$ cat src/rtl/row_mem_ctrl_pkg.sv
// row_mem_ctrl_pkg
// Shared types and constants for the debayer row-memory sequencer.
//   state_t         : controller states (IDLE, ACTIVE, GAP, FLUSH, DONE)
//   FLUSH_MIN_LINES : stored lines needed before reads / a flush line are useful
package row_mem_ctrl_pkg;

    typedef enum logic [2:0] {
        IDLE   = 3'd0,
        ACTIVE = 3'd1,
        GAP    = 3'd2,
        FLUSH  = 3'd3,
        DONE   = 3'd4
    } state_t;

    // One buffered line is enough to give the window a previous row.
    localparam int unsigned FLUSH_MIN_LINES = 1;

endpackage

$ cat src/rtl/row_mem_ctrl_rot.sv
// row_rot
// One-hot rotator selecting the row buffer currently being written.
// Ports:
//   sclk    : clock
//   rst     : synchronous active-high reset, returns to row 0
//   advance : rotate left one position (wrapping) at the next edge
//   row     : one-hot newest row
module row_rot
    import row_mem_ctrl_pkg::*;
#(
    parameter int NUM_ROWS = 3
) (
    input  logic                sclk,
    input  logic                rst,
    input  logic                advance,
    output logic [NUM_ROWS-1:0] row
);

    always_ff @(posedge sclk) begin
        if (rst)
            row <= NUM_ROWS'(1);
        else if (advance)
            row <= {row[NUM_ROWS-2:0], row[NUM_ROWS-1]};
    end

endmodule

$ cat src/rtl/row_mem_ctrl.sv
// row_mem_ctrl
// Sequences the debayer row memories behind the pixel input FIFO: rotates
// line writes across NUM_ROWS row buffers, issues a common read address for
// the 3x3 window, and replays one flush line at frame end.
// Ports:
//   sclk, rst          : clock, synchronous active-high reset
//   in_frame_valid     : frame valid from pixel fifo
//   in_line_valid      : one pixel per cycle while high
//   in_pixel_data      : pixel
//   wr_en/wr_addr/wr_data : registered row write (one-hot row enable)
//   rd_en/rd_addr      : read all rows at rd_addr
//   newest_row         : one-hot row being written or flushed
//   out_frame_valid    : window stream frame valid
//   out_line_valid     : window column valid (rd_en delayed one cycle)
//   line_width         : width latched from the first line of the frame
//   overflow           : sticky, a line exceeded MAX_WIDTH
//   frame_lines, frame_cnt : only with ROW_MEM_CTRL_STATS_EN defined
module row_mem_ctrl
    import row_mem_ctrl_pkg::*;
#(
    parameter int DATA_W    = 10,
    parameter int NUM_ROWS  = 3,
    parameter int ADDR_W    = 11,
    parameter int MAX_WIDTH = 2047
) (
    input  logic                sclk,
    input  logic                rst,
    input  logic                in_frame_valid,
    input  logic                in_line_valid,
    input  logic [DATA_W-1:0]   in_pixel_data,
    output logic [NUM_ROWS-1:0] wr_en,
    output logic [ADDR_W-1:0]   wr_addr,
    output logic [DATA_W-1:0]   wr_data,
    output logic                rd_en,
    output logic [ADDR_W-1:0]   rd_addr,
    output logic [NUM_ROWS-1:0] newest_row,
    output logic                out_frame_valid,
    output logic                out_line_valid,
    output logic [ADDR_W:0]     line_width,
    output logic                overflow
`ifdef ROW_MEM_CTRL_STATS_EN
    ,
    output logic [15:0]         frame_lines,
    output logic [15:0]         frame_cnt
`endif
);

    localparam int LC_W = $clog2(NUM_ROWS + 1);
    localparam logic [LC_W-1:0] LC_MAX    = LC_W'(NUM_ROWS);
    localparam logic [LC_W-1:0] LC_ONE    = LC_W'(1);
    localparam logic [LC_W-1:0] FLUSH_MIN = LC_W'(FLUSH_MIN_LINES);
    localparam logic [ADDR_W:0] COL_MAX   = (ADDR_W+1)'(MAX_WIDTH);
    localparam logic [ADDR_W:0] COL_ONE   = (ADDR_W+1)'(1);

    state_t          state;
    logic            fv_d;
    logic            in_line;     // at least one pixel of the current line seen
    logic            first_line;
    logic [LC_W-1:0] line_cnt;
    logic [ADDR_W:0] col;

    logic line_end, pix_ok, have_rows, frame_start;

    assign line_end    = (state == ACTIVE) && in_line && !in_line_valid;
    assign pix_ok      = ((state == ACTIVE) || (state == GAP)) && in_line_valid;
    assign have_rows   = (line_cnt >= FLUSH_MIN);
    assign frame_start = (state == IDLE) && in_frame_valid && !fv_d;

    row_rot #(.NUM_ROWS(NUM_ROWS)) u_rot (
        .sclk    (sclk),
        .rst     (rst),
        .advance (line_end),
        .row     (newest_row)
    );

    always_ff @(posedge sclk) begin
        if (rst) begin
            state           <= IDLE;
            fv_d            <= 1'b0;
            in_line         <= 1'b0;
            first_line      <= 1'b0;
            line_cnt        <= '0;
            col             <= '0;
            wr_en           <= '0;
            wr_addr         <= '0;
            wr_data         <= '0;
            rd_en           <= 1'b0;
            rd_addr         <= '0;
            out_frame_valid <= 1'b0;
            out_line_valid  <= 1'b0;
            line_width      <= '0;
            overflow        <= 1'b0;
        end else begin
            fv_d           <= in_frame_valid;
            wr_en          <= '0;
            rd_en          <= 1'b0;
            out_line_valid <= rd_en;

            // Pixel path: write the newest row and read all rows at the same column.
            if (pix_ok) begin
                in_line <= 1'b1;
                if (col < COL_MAX) begin
                    wr_en   <= newest_row;
                    wr_addr <= col[ADDR_W-1:0];
                    wr_data <= in_pixel_data;
                    col     <= col + COL_ONE;
                    if (have_rows) begin
                        rd_en           <= 1'b1;
                        rd_addr         <= col[ADDR_W-1:0];
                        out_frame_valid <= 1'b1;
                    end
                end else begin
                    overflow <= 1'b1;   // col stays saturated, pixel dropped
                end
            end

            case (state)
                IDLE: begin
                    out_frame_valid <= 1'b0;
                    if (frame_start) begin
                        state      <= ACTIVE;
                        line_cnt   <= '0;
                        col        <= '0;
                        overflow   <= 1'b0;
                        first_line <= 1'b1;
                        in_line    <= 1'b0;
                    end
                end
                ACTIVE: begin
                    if (line_end) begin
                        in_line <= 1'b0;
                        col     <= '0;
                        if (line_cnt != LC_MAX)
                            line_cnt <= line_cnt + LC_ONE;
                        if (first_line) begin
                            line_width <= col;
                            first_line <= 1'b0;
                        end
                        // Frame may close on the same cycle as the line.
                        state <= in_frame_valid ? GAP : FLUSH;
                    end else if (!in_line && !in_line_valid && !in_frame_valid) begin
                        state <= have_rows ? FLUSH : IDLE;
                    end
                end
                GAP: begin
                    if (in_line_valid)
                        state <= ACTIVE;
                    else if (!in_frame_valid)
                        state <= have_rows ? FLUSH : IDLE;
                end
                FLUSH: begin
                    rd_en           <= 1'b1;
                    rd_addr         <= col[ADDR_W-1:0];
                    out_frame_valid <= 1'b1;
                    col             <= col + COL_ONE;
                    if (col + COL_ONE >= line_width) begin
                        col   <= '0;
                        state <= DONE;
                    end
                end
                DONE: begin
                    // out_frame_valid holds over the last out_line_valid, drops in IDLE.
                    state <= IDLE;
                end
                default: state <= IDLE;
            endcase
        end
    end

`ifdef ROW_MEM_CTRL_STATS_EN
    logic [15:0] lines_seen;

    always_ff @(posedge sclk) begin
        if (rst) begin
            lines_seen  <= '0;
            frame_lines <= '0;
            frame_cnt   <= '0;
        end else begin
            if (frame_start)
                lines_seen <= '0;
            else if (line_end)
                lines_seen <= lines_seen + 16'd1;
            if (state == DONE) begin
                frame_lines <= lines_seen;
                frame_cnt   <= frame_cnt + 16'd1;
            end
        end
    end
`else
    // Statistics counters are not built in this configuration.
`endif

endmodule
$ cat config.mk
export PLATFORM = sky130hd
export DESIGN_NAME = row_mem_ctrl
export DESIGN_NICKNAME = d
export VERILOG_FILES = /design/src/rtl/row_mem_ctrl_pkg.sv /design/src/rtl/row_mem_ctrl_rot.sv /design/src/rtl/row_mem_ctrl.sv
export SDC_FILE = /design/constraint.sdc
export NUM_CORES = 1
export LEC_CHECK = 0
export BUFFER_PORTS_ARGS = -buffer_cell sky130_fd_sc_hd__buf_2
export CORE_ASPECT_RATIO = 0.9
export CORE_MARGIN = 3
export CORE_UTILIZATION = 40
export CTS_CLUSTER_SIZE = 14
export DETAILED_ROUTE_END_ITERATION = 12
export MAX_ROUTING_LAYER = met4
export PLACE_DENSITY = 0.67
export SYNTH_ARGS = -nofsm -noshare
export SYNTH_HDL_FRONTEND = slang
export SYNTH_SLANG_ARGS = --single-unit
$ cat constraint.sdc
create_clock -name sclk -period 6.8 [get_ports sclk]
set_clock_uncertainty 0.05 [all_clocks]
set_input_delay 1.36 -clock sclk [delete_from_list [all_inputs] [get_ports sclk]]
set_output_delay 1.36 -clock sclk [all_outputs]
set_load 0.01 [all_outputs]
==> results of run 1 <==
[cells by family after synthesis]
| logic type | Yosys count | share of synthesized area |
|---|---|---|
| adder cells (fa/ha/maj) | 15 | 0.0543 |
| XOR/XNOR | 9 | 0.0228 |
| AND/OR/NAND/NOR | 169 | 0.233 |
| buffers and inverters | 49 | 0.0674 |
| AO/OA/AOI/OAI | 94 | 0.156 |
| flip-flops | 74 | 0.429 |
| multiplexers | 13 | 0.0377 |
[sequential cells by signal, summed over array words and instances (netlist names), 2 cells and up]
signal and flops:
col 12, line_width 12, rd_addr 11, wr_addr 11, wr_data 10, state 3
u_rot.row 3, wr_en 3, line_cnt 2
[final cells by class]
class,count,area share
multi-input cells,300,0.439
flip-flops and latches,74,0.372
repair buffers,68,0.0861
well taps,115,0.0361
clock buffers,10,0.0321
inverters,19,0.0179
clock inverters,6,0.0170
[through the flow]
stage	setup WS (ns)	hold slack, ns	instances	instance area [um^2]
3_3_place_gp	3.25	0.389	576	3790
4_1_cts	3.36	0.401	592	3980
2_1_floorplan	3.77	0.399	423	3450
5_1_grt	3.06	0.421	592	3980
6_report	3.31	0.400	592	3980
3_5_place_dp	3.19	0.391	576	3790
[synthesized netlist by cell type, types with 2 or more instances]
master    instances  share of area
nand2b_1          2         0.0036
buf_6             2         0.0065
o21ai_0          15          0.022
a21oi_1          52          0.075
dfxtp_1          74           0.43
nand2_1          84          0.091
or4_1             3         0.0065
o21bai_1          2         0.0043
ha_1             15          0.054
xor2_1            3         0.0076
a211oi_1          3         0.0065
nor3_1            8          0.012
xnor2_1           6          0.015
o21ai_1           7          0.010
buf_2             9          0.013
and2_1            3         0.0054
nor3b_1           3         0.0065
nor2b_1          12          0.022
buf_4             3         0.0065
inv_1            18          0.020
or3_1             3         0.0054
nand3_1           8          0.012
mux2i_1          13          0.038
nor2_1           30          0.033
a211o_1           3         0.0076
a31oi_1           3         0.0054
clkbuf_1         15          0.016
[cell usage in the layout, fill, tap and decap left out, types with 2 or more instances in the layout]
cell	n
a31oi_1	3
nand2_1	84
or3_1	3
dfxtp_1	74
nor2b_1	12
o21ai_1	7
nand3_1	8
a211oi_1	3
o21bai_1	2
nand2b_1	2
o21ai_0	15
nor3_1	8
ha_1	15
mux2i_1	13
a21oi_1	52
inv_1	18
a211o_1	3
clkinvlp_4	2
xor2_1	3
clkinv_4	2
nor3b_1	3
clkbuf_8	9
and2_1	3
nor2_1	30
or4_1	3
buf_2	67
xnor2_1	6
[worst max-delay path by stage]
stage | start | to | slack [ns]
global route | col[0]$_SDFF_PP0_ | col[6]$_SDFF_PP0_ | 3.06
detailed placement | in_line_valid | rd_addr[1]$_SDFFE_PP0P_ | 3.19
finish | col[0]$_SDFF_PP0_ | col[7]$_SDFF_PP0_ | 3.31
floorplan | col[0]$_SDFF_PP0_ | col[4]$_SDFF_PP0_ | 3.77
CTS | col[1]$_SDFF_PP0_ | col[8]$_SDFF_PP0_ | 3.36
global placement | in_line_valid | rd_addr[0]$_SDFFE_PP0P_ | 3.25
[layer usage]
metal,vias up,GRT usage
met5,-,-
met1,1341,0.221
met4,0,0.0476
met3,6,0.0522
met2,76,0.281
li1,1515,-
[where the power goes]
part | switching [mW] | internal [mW] | total [mW]
combinational | 0.0428 | 0.0217 | 0.0645
sequential | 0.00655 | 0.440 | 0.446
clock | 0.164 | 0.170 | 0.334
[worst reg2reg max path, delay by kind of cell, from the launching register on]
family | cells | cell delay [ns]
flip-flops | 1 | 0.47
buffers and inverters | 1 | 0.09
AND/OR/NAND/NOR | 5 | 0.96
AO/OA/AOI/OAI | 4 | 1.07
XOR/XNOR | 1 | 0.17
adder cells (fa/ha/maj) | 2 | 0.60
==> insert_results.sql, run 1 <==
INSERT INTO impl_metrics (metric_group, metric, value, unit) VALUES
('outcome', 'status', 'finished clean', ''),
('routing', 'drt-initial-drc-count', '175', ''),
('timing', 'timing.final.setup_violations', '0', ''),
('cts', 'cts_htree_levels', '3', ''),
('place', 'gp_congestion', '0.866', ''),
('yosys', 'synth_async_sr_flop_share', '0', ''),
('routing', 'drt-vias-per-instance', '4.96', ''),
('worst_setup_path', 'slowest_stage', 'or3_1', ''),
('floorplanning', 'die_h', '94.1', 'um'),
('routing', 'postRouteAntennaNets', '0', ''),
('yosys', 'post_synth.cell_area_avg', '8.16', 'um^2'),
('pwr', 'ir_drop', '118', 'uV'),
('worst_setup_path', 'setup.worst_path.start_class', 'register', ''),
('worst_setup_path', 'path_cells', 'ha_1, nand3_4, or3_1, inv_2, nand3_2, xnor2_1, ha_1, o21ai_0, nor2_1, nor3_1, o21a_1, o21bai_1, a21oi_1', ''),
('worst_setup_path', 'timing.critical_path.depth', '13', ''),
('routing', 'met3_wirelength_from_detailed_routing', '462', 'um'),
('yosys', 'postSynthCellCount', '423', ''),
('timing', 'period_minus_slack', '3.49', 'ns'),
('worst_setup_path', 'cp_max_fo', '18', ''),
('pwr', 'power.static_leakage', '1.57', 'nW'),
('worst_setup_path', 'worst_r2r_path_depth', '13', ''),
('yosys', 'netlist_area', '3450', 'um^2'),
('global_routing', 'grt.overflow.total', '0', ''),
('floorplanning', 'core_ar', '8220', 'um^2'),
('place', 'place.detailed.hpwl', '5580', 'um'),
('layout', 'final_util', '0.484', ''),
('cts', 'cts_setup_buffers', '0', ''),
('worst_setup_path', 'ff2ff_setup_slack', '3.31', 'ns'),
('worst_setup_path', 'cpLargestDelayFamily', 'compound AO/OA/AOI/OAI gates', ''),
('layout', 'n_antenna_cell', '0', ''),
('yosys', 'ys_types', '51', ''),
('global_routing', 'grt_pass1_vias', '2748', ''),
('cts', 'cts.sinks', '74', ''),
('yosys', 'synth-seq-area-share', '0.429', ''),
('yosys', 'synth-edff-count', '0', ''),
('cts', 'clock_latency', '0.34', 'ns'),
('timing', 'max_slew_margin', '0.182', ''),
('cts', 'path_clk_slew', '0.08', 'ns'),
('timing', 'final_setup_tns', '0', 'ns'),
('timing', 'worst_margin_pin_slew', '1.22', 'ns'),
('min_path', 'timing.hold.worst.start', 'wr_addr[10]$_SDFFE_PP0P_', ''),
('layout', 'sequential_cell_area', '1480', 'um^2'),
('cts', 'cts_buffers', '9', ''),
('layout', 'area_of_combinational_cells_with_multiple_inputs', '1750', 'um^2'),
('timing', 'min_period_over_period', '0.513', ''),
('global_routing', 'grt_antenna_before_repair', '0', ''),
('routing', 'drt_drc_violations_left', '0', ''),
('worst_setup_path', 'timing.critical_path.to_type', 'register', ''),
('yosys', 'synth-main-ff-cell', 'dfxtp_1', ''),
('worst_setup_path', 'cp.arrival', '3.71', 'ns'),
('routing', 'post_drt_wl_per_cell', '13.6', 'um'),
('timing', 'final_max_slew_viol_count', '0', ''),
('worst_setup_path', 'r2r-start', 'col[0]$_SDFF_PP0_', ''),
('flow_run', 'drv_cap', '0', ''),
('layout', 'fillers', '835', ''),
('global_routing', 'grt_start_max_net_pins', '73', ''),
('floorplanning', 'floorplan.io_pins', '68', ''),
('cts', 'cts.repair.resized', '0', ''),
('routing', 'drt_first_pass_iters', '8', ''),
('worst_setup_path', 'critical_path_class', 'register to register', ''),
('floorplanning', 'initial_core_util', '0.420', ''),
('layout', 'post_route_cells_drive_above_1_share', '0.199', ''),
('min_path', 'hold_depth', '2', ''),
('cts', 'clock_tree.buffer_depth', '2', ''),
('worst_setup_path', 'worst_r2r_endpoint', 'col[7]$_SDFF_PP0_', ''),
('cts', 'tritoncts', 'done', ''),
('floorplanning', 'die-width', '104', 'um'),
('timing', 'fmax', '287', 'MHz'),
('worst_setup_path', 'critPathMostFrequentCell', 'ha_1', ''),
('floorplanning', 'die_area', '9790', 'um^2'),
('min_path', 'hold_class', 'register to register', '');
(Power assumes the default switching activity.)
==> run 2, diff against run 1 <==
ABC_AREA = 1   (was unset)
clock period = 3.25 ns   (was 6.8 ns; I/O delays follow)
==> insert_results.sql, run 2 <==
INSERT INTO impl_metrics (metric_group, metric, value, unit) VALUES
('yosys', 'ys_types', '32', ''),
('yosys', 'synth.cells.most_frequent', 'nand2_1 (119), dfxtp_1 (74), a21oi_1 (63)', ''),
('worst_setup_path', 'ff2ff_setup_slack', '0.36', 'ns'),
('floorplanning', 'floorplan.rows', '31', ''),
('timing', 'postLayoutSetupSlackWorst', '0.360', 'ns'),
('layout', 'largest_registers', 'col x12, line_width x12', ''),
('floorplanning', 'die_area', '9990', 'um^2'),
('yosys', 'synth-seq-area-share', '0.420', ''),
('timing', 'fin_hold_ws', '0.377', 'ns'),
('worst_setup_path', 'cpLargestDelayFamily', 'simple AND/OR/NAND/NOR gates', ''),
('worst_setup_path', 'critical_path_class', 'register to register', ''),
('floorplanning', 'initial_core_util', '0.425', ''),
('min_path', 'timing.hold.worst.start', 'rd_en$_SDFF_PP0_', ''),
('min_path', 'whs_endpoint', 'out_line_valid$_SDFF_PP0_', ''),
('layout', 'mostFrequentLayoutCell', 'nand2_1', ''),
('yosys', 'netlist_area', '3530', 'um^2'),
('cts', 'cts_htree_levels', '3', ''),
('worst_setup_path', 'critPathMostFrequentCell', 'nand2_1', ''),
('timing', 'grt_setup_unrepaired', 'false', ''),
('floorplanning', 'core_ar', '8300', 'um^2'),
('yosys', 'postSynthNetCount', '504', ''),
('floorplanning', 'floorplan.io_pins', '68', ''),
('routing', 'post_drt_wl_per_cell', '13.2', 'um'),
('pwr', 'ir_drop', '253', 'uV'),
('outcome', 'status', 'finished clean', ''),
('worst_setup_path', 'crit_buf_inv', '1', ''),
('global_routing', 'grt.overflow.total', '0', ''),
('global_routing', 'grt_antenna_before_repair', '0', ''),
('cts', 'tritoncts', 'done', ''),
('layout', 'nNetsFinal', '564', ''),
('pwr', 'internal_power', '1.69', 'mW'),
('cts', 'cts_hold_buffers', '0', ''),
('floorplanning', 'die_h', '95.1', 'um'),
('place', 'port_buffers', '67', ''),
('yosys', 'synthTopCellsByArea', 'dfxtp_1 (42%), nand2_1 (13%), a21oi_1 (8.9%)', ''),
('worst_setup_path', 'slowest_stage', 'dfxtp_1', ''),
('routing', 'drt_drc_violations_left', '0', ''),
('yosys', 'synth_top_cell_by_area', 'dfxtp_1', ''),
('cts', 'cts_buffers', '9', ''),
('yosys', 'synth_warnings', '0', ''),
('timing', 'timing.final.setup_violations', '0', ''),
('pwr', 'power.share.combinational', '0.294', ''),
('yosys', 'synth_top_area_frac', '0.420', ''),
('worst_setup_path', 'setup.worst_path.start_class', 'register', ''),
('cts', 'cts_setup_buffers', '0', ''),
('pwr', 'pwr-share-clk', '0.302', ''),
('flow_run', 'drv_cap', '0', ''),
('timing', 'timing.final.hold_violations', '0', ''),
('routing', 'drt-vias-per-instance', '4.92', ''),
('worst_setup_path', 'max_stage_delay', '0.49', 'ns'),
('routing', 'dr_total_vias', '3221', ''),
('layout', 'layout-area-overhead-vs-synth', '17.0', '%'),
('global_routing', 'grt_start_max_net_pins', '44', ''),
('routing', 'routed_wl', '8640', 'um'),
('global_routing', 'grt_pass1_vias', '3021', ''),
('timing', 'final_setup_tns', '0', 'ns'),
('place', 'gp_congestion', '0.893', ''),
('yosys', 'synth-main-ff-cell', 'dfxtp_1', ''),
('timing', 'min_period_over_period', '0.889', ''),
('layout', 'final_cell_mix', 'nand2_1 (119), dfxtp_1 (74), buf_2 (67)', ''),
('cts', 'cts.sinks', '74', ''),
('worst_setup_path', 'worstPathRequired', '3.49', 'ns'),
('floorplanning', 'die-width', '105', 'um'),
('cts', 'cts.repair.resized', '0', ''),
('routing', 'postRouteAntennaNets', '0', ''),
('pwr', 'seq_power_share', '0.404', ''),
('worst_setup_path', 'cp.arrival', '3.13', 'ns'),
('timing', 'fmax', '346', 'MHz'),
('yosys', 'count_of_state_elements_after_synthesis', '74', ''),
('pwr', 'power_switching', '983', 'uW'),
('layout', 'n_antenna_cell', '0', ''),
('global_routing', 'grt_pass1_wl', '14400', 'um'),
('global_routing', 'grt.total_usage', '0.183', ''),
('yosys', 'postSynthCellCount', '475', ''),
('yosys', 'post_synth.cell_area_avg', '7.43', 'um^2'),
('place', 'pre_cts_slack', '0.417', 'ns'),
('yosys', 'synth_async_sr_flop_share', '0', ''),
('place', 'place.detailed.hpwl', '6180', 'um'),
('yosys', 'synth-edff-count', '0', ''),
('worst_setup_path', 'r2r-start', 'col[0]$_SDFF_PP0_', ''),
('cts', 'clock_tree.buffer_depth', '2', ''),
('routing', 'drt_first_pass_iters', '5', ''),
('worst_setup_path', 'timing.critical_path.to_type', 'register', ''),
('pwr', 'switching_share', '0.367', ''),
('cts', 'path_clk_slew', '0.09', 'ns'),
('routing', 'drt-initial-drc-count', '190', ''),
('min_path', 'hold_depth', '2', ''),
('cts', 'clock-root-buffer', 'clkbuf_8', ''),
('pwr', 'power.static_leakage', '1.92', 'nW'),
('worst_setup_path', 'cp_max_fo', '8', ''),
('worst_setup_path', 'worst_r2r_path_depth', '16', ''),
('yosys', 'yosysMostFrequentCell', 'nand2_1', ''),
('timing', 'final_max_slew_viol_count', '0', ''),
('layout', 'post_route_cells_drive_above_1_share', '0.202', ''),
('pwr', 'power-per-cell-area', '648', 'nW/um^2'),
('timing', 'worst_margin_pin_slew', '0.874', 'ns'),
('cts', 'clock_latency', '0.36', 'ns'),
('worst_setup_path', 'worst_r2r_endpoint', 'state[1]$_SDFFE_PP0P_', ''),
('timing', 'period_minus_slack', '2.89', 'ns'),
('worst_setup_path', 'path_cells', 'ha_1, nand3_1, inv_1, nand3b_1, xor2_1, ha_1, nand2_1, nor2_1, nand2_1, nor2_1, nand2_1, nand2_4, nand3_2, nand2_1, nand2_1, nor2_1', ''),
('min_path', 'hold_class', 'register to register', ''),
('timing', 'max_slew_margin', '0.417', '');
-- run 2: cell types whose count changed after synthesis, sizes merged, moves of 4 or more --
cell and delta:
nand2 +42, inv +41, nand3 +19, a21oi +14, nor2b -14, mux2i -13, nand4 +13, nor3 -8
clkbuf -4, xnor2 -4
-- run 2: cells by family (layout without fill, tap and decap cells) --
| group | count (synthesis) | count (layout) | synth area share |
|---|---|---|---|
| adder cells (fa/ha/maj) | 15 | 15 | 0.0532 |
| buffers and inverters | 83 | 148 | 0.105 |
| AND/OR/NAND/NOR | 200 | 200 | 0.259 |
| flip-flops | 74 | 74 | 0.420 |
| AO/OA/AOI/OAI | 98 | 98 | 0.151 |
| XOR/XNOR | 5 | 5 | 0.0124 |
-- run 2: area by class of cell --
cell class | instances | area [um^2]
fillers | 848 | 4170
multi-input cells | 318 | 1680
repair buffers | 72 | 373
flip-flops and latches | 74 | 1480
inverters | 60 | 228
clock buffers | 9 | 124
clock inverters | 7 | 100
well taps | 115 | 144
-- run 2: per-layer routing --
layer  vias up  GRT usage  wire length, um
li1       1662          -                -
met1      1445      0.244             4230
met2       106      0.275             3750
met3         8     0.0474              566
met4         0     0.0568               87
met5         -          -                0
-- run 2: stage by stage --
step / std cells / cell area (um^2) / utilization / total power [mW]
2_1_floorplan: 475 / 3530 / - / 1.68
3_3_place_gp: 639 / 3910 / 0.470 / 1.86
3_5_place_dp: 639 / 3910 / 0.470 / 1.88
4_1_cts: 655 / 4130 / 0.497 / 2.68
5_1_grt: 655 / 4130 / 0.497 / 2.83
6_report: 655 / 4130 / 0.497 / 2.68
-- run 2: power groups by stage --
stage	Sequential (mW)	Clock [mW]	Combinational [mW]
2_1_floorplan	1.13	0	0.552
3_3_place_gp	1.10	0	0.764
3_5_place_dp	1.10	0	0.777
4_1_cts	1.08	0.820	0.782
5_1_grt	1.10	0.862	0.877
6_report	1.08	0.808	0.787
-- run 2: worst register-to-register path: cells and delay by family (launching register included) --
| family | cells | cell delay [ns] |
|---|---|---|
| flip-flops | 1 | 0.49 |
| AND/OR/NAND/NOR | 12 | 1.48 |
| adder cells (fa/ha/maj) | 2 | 0.51 |
| buffers and inverters | 1 | 0.13 |
| XOR/XNOR | 1 | 0.18 |
-- run 2: how the worst max path moves through the flow --
| stage | start | end | depth (start not counted) |
|---|---|---|---|
| 2_1_floorplan | col[0]$_SDFF_PP0_ | state[1]$_SDFFE_PP0P_ | 15 |
| 3_3_place_gp | col[0]$_SDFF_PP0_ | state[1]$_SDFFE_PP0P_ | 16 |
| 3_5_place_dp | col[0]$_SDFF_PP0_ | state[1]$_SDFFE_PP0P_ | 16 |
| 4_1_cts | col[0]$_SDFF_PP0_ | state[1]$_SDFFE_PP0P_ | 16 |
| 5_1_grt | col[0]$_SDFF_PP0_ | state[1]$_SDFFE_PP0P_ | 16 |
| 6_report | col[0]$_SDFF_PP0_ | state[1]$_SDFFE_PP0P_ | 16 |
